==> src/rtl/calc_pkg.sv <==
// Shared definitions for the calculator sequencer: key codes, FSM states, ALU op select.
package calc_pkg;

  localparam logic [3:0] KEY_PLUS  = 4'd10;
  localparam logic [3:0] KEY_MINUS = 4'd11;
  localparam logic [3:0] KEY_EQ    = 4'd12;
  localparam logic [3:0] KEY_CLR   = 4'd13;

  localparam logic OP_ADD = 1'b0;
  localparam logic OP_SUB = 1'b1;

  typedef enum logic [2:0] {
    ENTER_A = 3'd0,
    ENTER_B = 3'd1,
    EXEC    = 3'd2,
    CAPTURE = 3'd3,
    SHOW    = 3'd4
  } state_e;

  function automatic logic is_digit(input logic [3:0] k);
    return k <= 4'd9;
  endfunction

endpackage

==> src/rtl/calc_sequencer_dec_accum.sv <==
// Decimal operand accumulator: acc = acc*10 + d, rejecting digits past 255 or MAX_DIGITS.
module dec_accum #(
  parameter int MAX_DIGITS = 3
) (
  input  logic       clk,
  input  logic       rst,
  input  logic       clr_i,
  input  logic       load_i,
  input  logic       digit_vld_i,
  input  logic [3:0] digit_i,
  output logic [7:0] acc_o,
  output logic [7:0] acc_nxt_o,
  output logic       ovf_o
);

  localparam int CW = $clog2(MAX_DIGITS + 1);

  logic [7:0]    acc_q;
  logic [CW-1:0] cnt_q;
  logic [11:0]   wide;

  // 255*10+9 fits in 12 bits, so the range test never wraps
  assign wide      = {4'd0, acc_q} * 12'd10 + {8'd0, digit_i};
  assign ovf_o     = digit_vld_i && ((wide > 12'd255) || (cnt_q >= CW'(MAX_DIGITS)));
  assign acc_o     = acc_q;
  assign acc_nxt_o = wide[7:0];

  always_ff @(posedge clk) begin
    if (rst || clr_i) begin
      acc_q <= '0;
      cnt_q <= '0;
    end else if (load_i) begin
      acc_q <= {4'd0, digit_i};
      cnt_q <= CW'(1);
    end else if (digit_vld_i && !ovf_o) begin
      acc_q <= wide[7:0];
      cnt_q <= cnt_q + CW'(1);
    end
  end

endmodule

==> src/rtl/calc_sequencer.sv <==
// Keypad-driven sequencer for an external add/sub ALU. Define CALC_CHAIN_EN to let
// PLUS/MINUS in SHOW chain the displayed result into a new operation.
module calc_sequencer
  import calc_pkg::*;
#(
  parameter int MAX_DIGITS = 3
) (
  input  logic       clk,
  input  logic       rst,
  input  logic       key_valid,
  input  logic [3:0] key_code,
  output logic [7:0] alu_a,
  output logic [7:0] alu_b,
  output logic       alu_add_sub,
  input  logic [7:0] alu_sum,
  input  logic       alu_c8,
  input  logic       alu_alb,
  input  logic       alu_agb,
  input  logic       alu_aeb,
  output logic [7:0] disp_value,
  output logic       disp_neg,
  output logic       err,
  output logic       result_valid,
  output logic [2:0] state_o
);

  state_e     state_q, state_d;
  logic [7:0] a_q, a_d, b_q, b_d, disp_q, disp_d;
  logic       op_q, op_d, neg_q, neg_d, err_q, err_d, rv_q, rv_d;
  logic       acc_clr, acc_load, acc_dig, acc_ovf;
  logic [7:0] acc, acc_nxt;
  logic       key_live, is_dig, is_op, is_eq, is_clr;
  logic       unused_flags;

  assign unused_flags = alu_agb ^ alu_aeb;

  assign key_live = key_valid && (key_code <= KEY_CLR);
  assign is_dig   = key_live && is_digit(key_code);
  assign is_op    = key_live && ((key_code == KEY_PLUS) || (key_code == KEY_MINUS));
  assign is_eq    = key_live && (key_code == KEY_EQ);
  assign is_clr   = key_live && (key_code == KEY_CLR);

  dec_accum #(.MAX_DIGITS(MAX_DIGITS)) u_acc (
    .clk        (clk),
    .rst        (rst),
    .clr_i      (acc_clr),
    .load_i     (acc_load),
    .digit_vld_i(acc_dig),
    .digit_i    (key_code),
    .acc_o      (acc),
    .acc_nxt_o  (acc_nxt),
    .ovf_o      (acc_ovf)
  );

  always_comb begin
    state_d  = state_q;
    a_d      = a_q;
    b_d      = b_q;
    op_d     = op_q;
    disp_d   = disp_q;
    neg_d    = neg_q;
    err_d    = err_q;
    rv_d     = 1'b0;
    acc_clr  = 1'b0;
    acc_load = 1'b0;
    acc_dig  = 1'b0;
    if (is_clr) begin
      state_d = ENTER_A;
      a_d     = '0;
      b_d     = '0;
      op_d    = OP_ADD;
      disp_d  = '0;
      neg_d   = 1'b0;
      err_d   = 1'b0;
      acc_clr = 1'b1;
    end else begin
      case (state_q)
        ENTER_A, ENTER_B: begin
          if (is_dig) begin
            acc_dig = 1'b1;
            if (acc_ovf) err_d  = 1'b1;
            else         disp_d = acc_nxt;
          end else if (is_op) begin
            op_d = (key_code == KEY_MINUS) ? OP_SUB : OP_ADD;
            if (state_q == ENTER_A) begin
              a_d     = acc;
              acc_clr = 1'b1;
              state_d = ENTER_B;
            end
          end else if (is_eq && state_q == ENTER_B) begin
            b_d     = acc;
            state_d = EXEC;
          end
        end
        EXEC: state_d = CAPTURE;
        CAPTURE: begin
          // a borrow on subtract means B > A: show the two's-complement magnitude
          if (op_q == OP_SUB && alu_alb) begin
            disp_d = ~alu_sum + 8'd1;
            neg_d  = 1'b1;
          end else begin
            disp_d = alu_sum;
            neg_d  = 1'b0;
          end
          if (op_q == OP_ADD && alu_c8) err_d = 1'b1;
          rv_d    = 1'b1;
          state_d = SHOW;
        end
        SHOW: begin
          if (is_dig) begin
            acc_load = 1'b1;
            disp_d   = {4'd0, key_code};
            neg_d    = 1'b0;
            err_d    = 1'b0;
            state_d  = ENTER_A;
          end
`ifdef CALC_CHAIN_EN
          else if (is_op) begin
            if (neg_q) begin
              err_d = 1'b1;
            end else begin
              a_d     = disp_q;
              op_d    = (key_code == KEY_MINUS) ? OP_SUB : OP_ADD;
              acc_clr = 1'b1;
              state_d = ENTER_B;
            end
          end
`endif
        end
        default: state_d = ENTER_A;
      endcase
    end
  end

  always_ff @(posedge clk) begin
    if (rst) begin
      state_q <= ENTER_A;
      a_q     <= '0;
      b_q     <= '0;
      op_q    <= OP_ADD;
      disp_q  <= '0;
      neg_q   <= 1'b0;
      err_q   <= 1'b0;
      rv_q    <= 1'b0;
    end else begin
      state_q <= state_d;
      a_q     <= a_d;
      b_q     <= b_d;
      op_q    <= op_d;
      disp_q  <= disp_d;
      neg_q   <= neg_d;
      err_q   <= err_d;
      rv_q    <= rv_d;
    end
  end

  assign alu_a        = a_q;
  assign alu_b        = b_q;
  assign alu_add_sub  = op_q;
  assign disp_value   = disp_q;
  assign disp_neg     = neg_q;
  assign err          = err_q;
  assign result_valid = rv_q;
  assign state_o      = state_q;

endmodule

==> config.mk <==
export PLATFORM = sky130hd
export DESIGN_NAME = calc_sequencer
export DESIGN_NICKNAME = d
export VERILOG_FILES = /design/src/rtl/calc_pkg.sv /design/src/rtl/calc_sequencer_dec_accum.sv /design/src/rtl/calc_sequencer.sv
export SDC_FILE = /design/constraint.sdc
export NUM_CORES = 1
export LEC_CHECK = 0
export ABC_CLOCK_PERIOD_IN_PS = 5800
export CAP_MARGIN = 10
export CORE_MARGIN = 5
export CORE_UTILIZATION = 35
export CTS_BUF_LIST = sky130_fd_sc_hd__clkbuf_8
export CTS_CLUSTER_SIZE = 8
export DETAILED_ROUTE_END_ITERATION = 10
export MAX_ROUTING_LAYER = met4
export PLACE_DENSITY = 0.59
export REMOVE_ABC_BUFFERS = 1
export SLEW_MARGIN = 20
export SYNTH_ARGS = -nofsm -noshare
export SYNTH_HDL_FRONTEND = slang
export SYNTH_HIERARCHICAL = 1
export SYNTH_SLANG_ARGS = --single-unit
==> constraint.sdc <==
create_clock -name clk -period 5.8 [get_ports clk]
set_input_delay 0.58 -clock clk [delete_from_list [all_inputs] [get_ports clk]]
set_output_delay 0.58 -clock clk [all_outputs]
set_load 0.05 [all_outputs]
After elaboration in Yosys (flattened, before gate mapping)
Index checks and enable logic that the tools add are counted.
W data, S select, Z words.

word-level totals
  bits of input ports = 19
  register bits = 41
  logic and storage cells = 102

operators by class
  magnitude comparators = 4
  multiplexer cells = 34
  reductions and logical operators = 28
  bitwise logic cells = 4
  $mul = 1
  add/subtract/negate cells = 3
  eq/ne operators = 16

operators by type and width
  kind                    number
  $mux W8                 4
  $pmux W8 S3             1
  $mux W1                 19
  $eq A4 B4 Y1 const B    4
  $reduce_and A4 Y1       4
  $mux W3                 5
  $add A12 B4 Y12         1
  $gt A12 B8 Y1 const B   1
  $pmux W3 S4             1
  $mul A8 B3 Y11 const B  1
  $logic_and A1 B1 Y1     10
  $ne A2 B2 Y1 const B    5
  $add A8 B1 Y8 const B   1
  $le A4 B4 Y1 const B    2
  $mux W4                 2
  $not A8 Y8              1
  $eq A3 B2 Y1 const B    2
  $ne A3 B3 Y1 const B    2
  $reduce_or A2 Y1        3
  $reduce_and A5 Y1       1
  $reduce_bool A2 Y1      2
  $eq A3 B1 Y1 const B    1
  $eq A3 B3 Y1 const B    1
  $logic_not A3 Y1        1
  11 further kinds        15

Longest topological paths before layout
Gate-level depths: netlist of run 1.

  word-level depth = 11
  depth in mapped cells = 14
  depth with buffers taken out = 14

Modules after synthesis
Netlist of run 1, hierarchy kept.

by module, submodules not included
  module          area an instance (µm²)  cells an instance  instances
  calc_sequencer  1,806.7                 197                1
  dec_accum       979.7                   106                1

Least setup slack after synthesis of run 1
Ideal clock, no wire load.

  path kind = reg2reg
  start = register u_acc.acc_q[1] (netlist: u_acc/acc_o[1])
  end = register disp_q[0] (netlist: disp_value[0])
  arrival = 3.037 ns
  setup slack = 2.644 ns
  cell stages (with the launch flop) = 15
  path buffers = 0
  path through = dfxtp_1 ha_1 ha_1 inv_1 fa_1 nand2b_1 a21boi_1 xor2_1 and4b_4 or2_2 a21boi_0 nor3_1 o211ai_1 nand2_1 o221a_1

between the ends
  word-level cells in the longest chain between the ends = 7

ends and longest elaborated chain
  what                         line                            text
  from (decl)                  calc_sequencer_dec_accum.sv:18  logic [7:0] acc_q;
  from (signal assigned)       calc_sequencer_dec_accum.sv:33  acc_q <= {4'd0, digit_i};
  from (signal assigned)       calc_sequencer_dec_accum.sv:36  acc_q <= wide[7:0];
  $mul A8 B3 Y11               calc_sequencer_dec_accum.sv:23  assign wide = {4'd0, acc_q} * 12'd10 + {8'd0, digit_i};
  $add A12 B4 Y12              calc_sequencer_dec_accum.sv:23
  $gt A12 B8 Y1                calc_sequencer_dec_accum.sv:24  assign ovf_o = digit_vld_i && ((wide > 12'd255) || (cnt_q >= CW'(MAX_DIGITS)));
  $logic_or A1 B1 Y1           calc_sequencer_dec_accum.sv:24
  $logic_and A1 B1 Y1          calc_sequencer_dec_accum.sv:24
  net acc_ovf                  calc_sequencer.sv:30            logic acc_clr, acc_load, acc_dig, acc_ovf;
  $ne A2 B2 Y1 (no line)       --
  $reduce_and A4 Y1 (no line)  --
  to (signal assigned)         calc_sequencer.sv:150           disp_q <= disp_d;
  to (decl)                    calc_sequencer.sv:28            logic [7:0] a_q, a_d, b_q, b_d, disp_q, disp_d;

The timed path passes the listed nets, and every way through them passes these cells.
A chain may end at the register's enable or synchronous reset.

Final worst setup path of run 1
  start = register u_acc.acc_q[3] (netlist: u_acc/acc_o[3])
  end = register disp_q[0] (netlist: disp_value[0])

The elaborated chain is that of the path after synthesis.

==> results of run 1 <==
[state kept, by name, summed over array words and instances (netlist names)]
register,cells
disp_neg,1
state_o,3
u_acc/acc_o,8
err,1
alu_add_sub,1
alu_b,8
disp_value,8
result_valid,1
alu_a,8
u_acc/cnt_q,2
[worst min path at each step]
stage,from,to,slack [ns],cells past startpoint
2_1_floorplan,u_acc/cnt_q[1]$_SDFFE_PP0P_,u_acc/cnt_q[1]$_SDFFE_PP0P_,0.47,2
3_3_place_gp,err$_SDFFE_PP0P_,err$_SDFFE_PP0P_,0.45,2
3_5_place_dp,err$_SDFFE_PP0P_,err$_SDFFE_PP0P_,0.46,2
4_1_cts,err$_SDFFE_PP0P_,err$_SDFFE_PP0P_,0.47,2
5_1_grt,err$_SDFFE_PP0P_,err$_SDFFE_PP0P_,0.52,2
6_report,err$_SDFFE_PP0P_,err$_SDFFE_PP0P_,0.47,2
[routing by layer]
layer  vias to the layer above  track usage  routed length (um)
met1                      1082        0.191                3180
li1                       1182            -                   -
met2                        47        0.223                3270
met4                         0       0.0525                  73
met5                         -            -                   0
met3                         6       0.0288                 269
[cell usage in the layout, fill, tap and decap left out, drive strengths merged, types with 3 or more instances in the layout]
cell / synthesis / layout
xnor2: 7 / 7
nand2: 18 / 18
xor2: 4 / 4
and4b: 3 / 3
nand3b: 6 / 6
nor2: 34 / 34
clkbuf: 3 / 5
nand2b: 4 / 4
a21o: 8 / 8
mux2i: 27 / 27
nand3: 5 / 5
dfxtp: 41 / 41
o211a: 3 / 3
inv: 15 / 16
a2111oi: 3 / 3
and2: 6 / 6
clkdlybuf4s50: 0 / 47
a21oi: 16 / 16
o21ai: 7 / 7
a21boi: 4 / 4
a221oi: 3 / 3
nor3b: 4 / 4
nor3: 9 / 9
o31ai: 6 / 6
o22ai: 3 / 3
ha: 17 / 17
o211ai: 5 / 5
[metrics by stage]
step / util / hold slack, ns
floorplan: - / 0.468
global placement: 0.424 / 0.452
detailed placement: 0.424 / 0.456
CTS: 0.435 / 0.468
global route: 0.436 / 0.517
finish: 0.436 / 0.470
[power by group through the flow]
| stage | sequential [W] | clock [W] | combinational (W) |
|---|---|---|---|
| finish | 0.000313 | 0.000193 | 0.000213 |
| global route | 0.000316 | 0.000214 | 0.000236 |
| CTS | 0.000313 | 0.000202 | 0.000214 |
| detailed placement | 0.000320 | 0 | 0.000213 |
| global placement | 0.000320 | 0 | 0.000210 |
| floorplan | 0.000339 | 0 | 0.000128 |
[cells by family (layout without fill, tap and decap cells)]
| family | Yosys count | after routing |
|---|---|---|
| buffers and inverters | 31 | 71 |
| xor gates and xnor gates | 11 | 11 |
| AOI/OAI and AO/OA | 73 | 73 |
| DFF | 41 | 41 |
| and+or+nand+nor | 101 | 101 |
| muxes | 27 | 27 |
| adders and majority gates | 19 | 19 |
[cell type report]
type | count | area share
clock buffer | 5 | 0.0204
clock inverter | 3 | 0.00632
inverter | 15 | 0.0167
multi-input combinational | 231 | 0.533
sequential | 41 | 0.244
tap | 102 | 0.0379
timing repair buffer | 48 | 0.142
[worst min-delay path, cell delays in order, from the launching register on]
cell and delay [ns]:
dfxtp_1 0.31, inv_1 0.06, a211oi_1 0.06
==> results.json, run 1 <==
{
  "status": "completed",
  "p_leak_nw": 1.48,
  "io_buffers": 47,
  "num_antenna_cells": 0,
  "antenna_found_initial": 0,
  "ys_seq_area_frac": 0.295,
  "core_region_area_sq_um": 7730,
  "yosysWarnings": 6,
  "cp_slowest_cell": "dfxtp_1",
  "power.total_w": 0.000719,
  "first_global_vias": 2269,
  "startpoint": "u_acc/acc_o[3]$_SDFFE_PP0P_",
  "dp_slack_ns": 1.76,
  "swShare": 0.345,
  "hold_class": "register to register",
  "numCtsBuffers": 5,
  "synth-simple-area-share": 0.202,
  "max_freq_mhz": 262,
  "vias": 2317,
  "ios": 50,
  "synth_ff_type": "dfxtp_1",
  "rrSetupSlack_ns": 1.98,
  "cts_setup_buffers": 0,
  "cts_root_buffer": "clkbuf_8",
  "rows": 32,
  "netlist_area_sq_um": 2790,
  "critical_path.max_fanout": 7,
  "critPathTopFamily": "compound AO/OA/AOI/OAI gates",
  "die_area_sq_um": 9850,
  "area_growth_pct": 20.8,
  "grt_pass1_wl_mm": 11.4,
  "skew_ns": 0.00677,
  "rsz0062_at_grt": "no",
  "setup_viol": 0,
  "fin_area_sq_um": 3370,
  "synth.most_common_cell": "dfxtp_1",
  "crit_type": "register to register",
  "drtAntennaViolNets": 0,
  "fin_crit_ns": 3.82,
  "synthArstFlopShare": 0,
  "area.sequential_sq_um": 821,
  "hpwl_mm": 5.05,
  "synth.top_cell.area_share": 0.295,
  "reg2regPathDepth": 13,
  "grt_max_degree": 26,
  "worst_ep_required_time_ns": 5.99,
  "path_clk_slew_ns": 0.08,
  "path_cells": "ha_1 -> ha_1 -> inv_1 -> fa_1 -> nand2b_1 -> nor3_1 -> a21oi_1 -> or2_2 -> a21boi_0 -> nor3_1 -> o211ai_1 -> nand2_1 -> o221a_1",
  "grt_usage": 0.146,
  "p_int_w": 0.000471,
  "cp-endpoint": "disp_value[0]$_SDFFE_PP0P_",
  "yosys.area_share.adder": 0.0907,
  "worst_slack_ns": 1.98,
  "comb_power_share": 0.296,
  "htreeDepth": 2,
  "hold_buffers": 0,
  "tightest_slew_ns": 0.727,
  "netlist_instances": 303,
  "first_iter_violations": 136,
  "drc_errors": 0,
  "start_util": 0.361,
  "r2r_start": "u_acc/acc_o[3]$_SDFFE_PP0P_",
  "drt_wl_total_mm": 6.80,
  "clk_latency_ns": 0.30,
  "min_period_over_period": 0.659,
  "die_w_um": 99.2,
  "ys_top_cells_by_count": "dfxtp_1 (41), nor2_1 (34), mux2i_1 (27), nand2_1 (18), ha_1 (17)",
  "cts.sinks": 41,
  "cp-end-kind": "register",
  "drv_slew": 0,
  "layout-drive-gt1-share": 0.102,
  "tns_ns": 0,
  "slowest_delay_ns": 0.46,
  "wl_per_cell_um": 15.3,
  "synth_top_family_by_area": "compound AO/OA/AOI/OAI gates",
  "gp_congestion": 0.796,
  "die_h_um": 99.2,
  "power.share.clock": 0.268,
  "synth_cell_types": 71,
  "multiInputGateArea_sq_um": 1790,
  "cp_num_cells": 13,
  "cts_tree": "built",
  "p_sw_w": 0.000248,
  "seqPwrFrac": 0.436,
  "path_buf_inv": 1,
  "synth_compound_area_frac": 0.216,
  "grt_overflow_total": 0,
  "placed_area_sq_um": 3270,
  "cap_violations": 0,
  "hold_viol_final": 0,
  "vias_per_cell": 5.21,
  "synthXorXnorAreaFrac": 0.0373,
  "cp.arrival_ns": 4.01,
  "p_per_area_nw_per_um2": 214,
  "synth.area.mux_share": 0.0970,
  "rr_endpoint": "disp_value[0]$_SDFFE_PP0P_",
  "startpoint_type": "register",
  "synth_edf_count": 0,
  "placed_cells": 437,
  "stdcell_count": 445,
  "irDropWorstVdd_uv": 86.3,
  "slew_headroom": 0.514,
  "dr.pass1.iters": 4,
  "cts_buffer_depth": 2,
  "fillers": 778,
  "synthTopCellsByArea": "dfxtp_1 (29%), mux2i_1 (9.7%), ha_1 (7.6%)",
  "final_net_count": 380,
  "syn_area_per_cell_sq_um": 9.20,
  "yosys.area.top_type": "dfxtp_1",
  "post_cts_resize_count": 0,
  "ys_ff_latch": 41
}
Power figures use the tool's default switching activity.
==> run 2, diff against run 1 <==
ABC_CLOCK_PERIOD_IN_PS = 3600   (was 5800)
clock period = 3.6 ns   (was 5.8 ns; I/O delays follow)
==> results.json, run 2 (synthesis gave the netlist of run 1 again) <==
{
  "status": "completed",
  "rows": 32,
  "wl_met2_mm": 3.29,
  "grt_pass1_wl_mm": 11.2,
  "p_int_w": 0.000775,
  "swShare": 0.346,
  "met1Wirelength_mm": 3.28,
  "worst_slack_ns": 0.236,
  "p_per_area_nw_per_um2": 341,
  "cp-end-kind": "register",
  "p_leak_nw": 1.55,
  "drc_errors": 0,
  "core_region_area_sq_um": 7730,
  "critPathTopFamily": "simple AND/OR/NAND/NOR gates",
  "cts_buffer_depth": 2,
  "path_clk_slew_ns": 0.09,
  "die_w_um": 99.2,
  "first_iter_violations": 120,
  "power.total_w": 0.00118,
  "comb_power_share": 0.308,
  "cts_tree": "built",
  "cts.sinks": 41,
  "hold_viol_final": 0,
  "grt_overflow_total": 0,
  "post_cts_resize_count": 0,
  "cap_violations": 0,
  "startpoint_type": "register",
  "die_area_sq_um": 9850,
  "wl_per_cell_um": 14.8,
  "cp.arrival_ns": 3.56,
  "drtAntennaViolNets": 0,
  "power.share.clock": 0.272,
  "slowest_delay_ns": 0.42,
  "antenna_found_initial": 0,
  "grt_usage": 0.143,
  "hold_buffers": 0,
  "vias_per_cell": 5.15,
  "rsz0062_at_grt": "no",
  "path_cells": "ha_1 -> ha_1 -> inv_1 -> fa_1 -> nand2b_1 -> a21boi_1 -> xor2_1 -> and4b_4 -> or2_2 -> a21boi_1 -> nor3_1 -> o211ai_1 -> nand2_2 -> o221a_1",
  "route.top_layer_used": "met4",
  "clk_latency_ns": 0.30,
  "path_buf_inv": 1,
  "routed-wl-met3_um": 166,
  "vias": 2366,
  "min_period_over_period": 0.934,
  "first_global_vias": 2303,
  "skew_ns": 0.0124,
  "tns_ns": 0,
  "layout_commonest_cell": "clkdlybuf4s50_1",
  "drt_wl_total_mm": 6.80,
  "layout-drive-gt1-share": 0.140,
  "final_net_count": 394,
  "ios": 50,
  "cp_slowest_cell": "fa_1",
  "hold_class": "register to register",
  "max_freq_mhz": 297,
  "cts_setup_buffers": 0,
  "dr.pass1.iters": 4,
  "io_buffers": 47,
  "seqPwrFrac": 0.420,
  "critical_path.max_fanout": 7,
  "final_cell_mix": "clkdlybuf4s50_1 (47), dfxtp_1 (40), nor2_1 (34)",
  "die_h_um": 99.2,
  "hpwl_mm": 5.31,
  "cts_root_buffer": "clkbuf_8",
  "gp_congestion": 0.862,
  "slew_headroom": 0.618,
  "fin_crit_ns": 3.36,
  "numCtsBuffers": 5,
  "fin_util": 0.450,
  "crit_type": "register to register",
  "num_antenna_cells": 0,
  "setup_viol": 0,
  "start_util": 0.361,
  "tightest_slew_ns": 0.574,
  "hold_ws_ns": 0.484,
  "htreeDepth": 2,
  "drv_slew": 0,
  "dp_slack_ns": 0.0306,
  "p_sw_w": 0.000410,
  "grt_max_degree": 19,
  "irDropWorstVdd_uv": 156,
  "worst_ep_required_time_ns": 3.79,
  "area_growth_pct": 24.8
}
-- run 2: layout make-up --
type                    instances  area [sq um]
well taps                     102           128
repair buffers                 62           583
inverters                      15          56.3
clock buffers                   5          68.8
fillers                       768          4250
clock inverters                 3          25.0
flip-flops and latches         41           822
multi-input cells             231          1790
-- run 2: path summary, 6_finish.rpt --
check | slack (ns) | start | to | cells past startpoint
worst max register to register | 0.24 | u_acc/acc_o[3]$_SDFFE_PP0P_ | disp_value[0]$_SDFFE_PP0P_ | 14
worst min-delay path | 0.48 | err$_SDFFE_PP0P_ | err$_SDFFE_PP0P_ | 2
worst min register to register | 0.48 | err$_SDFFE_PP0P_ | err$_SDFFE_PP0P_ | 2
worst max-delay path | 0.24 | u_acc/acc_o[3]$_SDFFE_PP0P_ | disp_value[0]$_SDFFE_PP0P_ | 14
-- run 2: power by group through the flow --
stage / logic [W] / registers [W] / clock network (W)
floorplan: 0.000207 / 0.000547 / 0
global placement: 0.000363 / 0.000508 / 0
detailed placement: 0.000366 / 0.000509 / 0
CTS: 0.000368 / 0.000498 / 0.000333
global route: 0.000404 / 0.000502 / 0.000347
finish: 0.000365 / 0.000498 / 0.000322
-- run 2: per-stage QoR --
step                std cells  cell area, sq um
floorplan                 287              2670
global placement          451              3380
detailed placement        451              3380
CTS                       459              3470
global route              459              3480
finish                    459              3480
-- run 2: worst register-to-register path, stage by stage, from the launching register on --
cell and delay, ns:
dfxtp_1 0.33, ha_1 0.27, ha_1 0.17, inv_1 0.06, fa_1 0.42, nand2b_1 0.18, a21boi_1 0.16, xor2_1 0.10
and4b_4 0.23, or2_2 0.30, a21boi_1 0.23, nor3_1 0.09, o211ai_1 0.27, nand2_2 0.18, o221a_1 0.27
-- run 2: per-layer routing --
layer	vias to the layer above	track usage
met2	34	0.238
met4	0	0.0378
met5	-	-
met3	5	0.0224
met1	1118	0.182
li1	1209	-
==> run 3, diff against run 2 <==
TNS_END_PERCENT = 1   (was unset)
==> results of run 3 <==
Same layout as run 2: the final DEF is identical, and so are final timing and power.
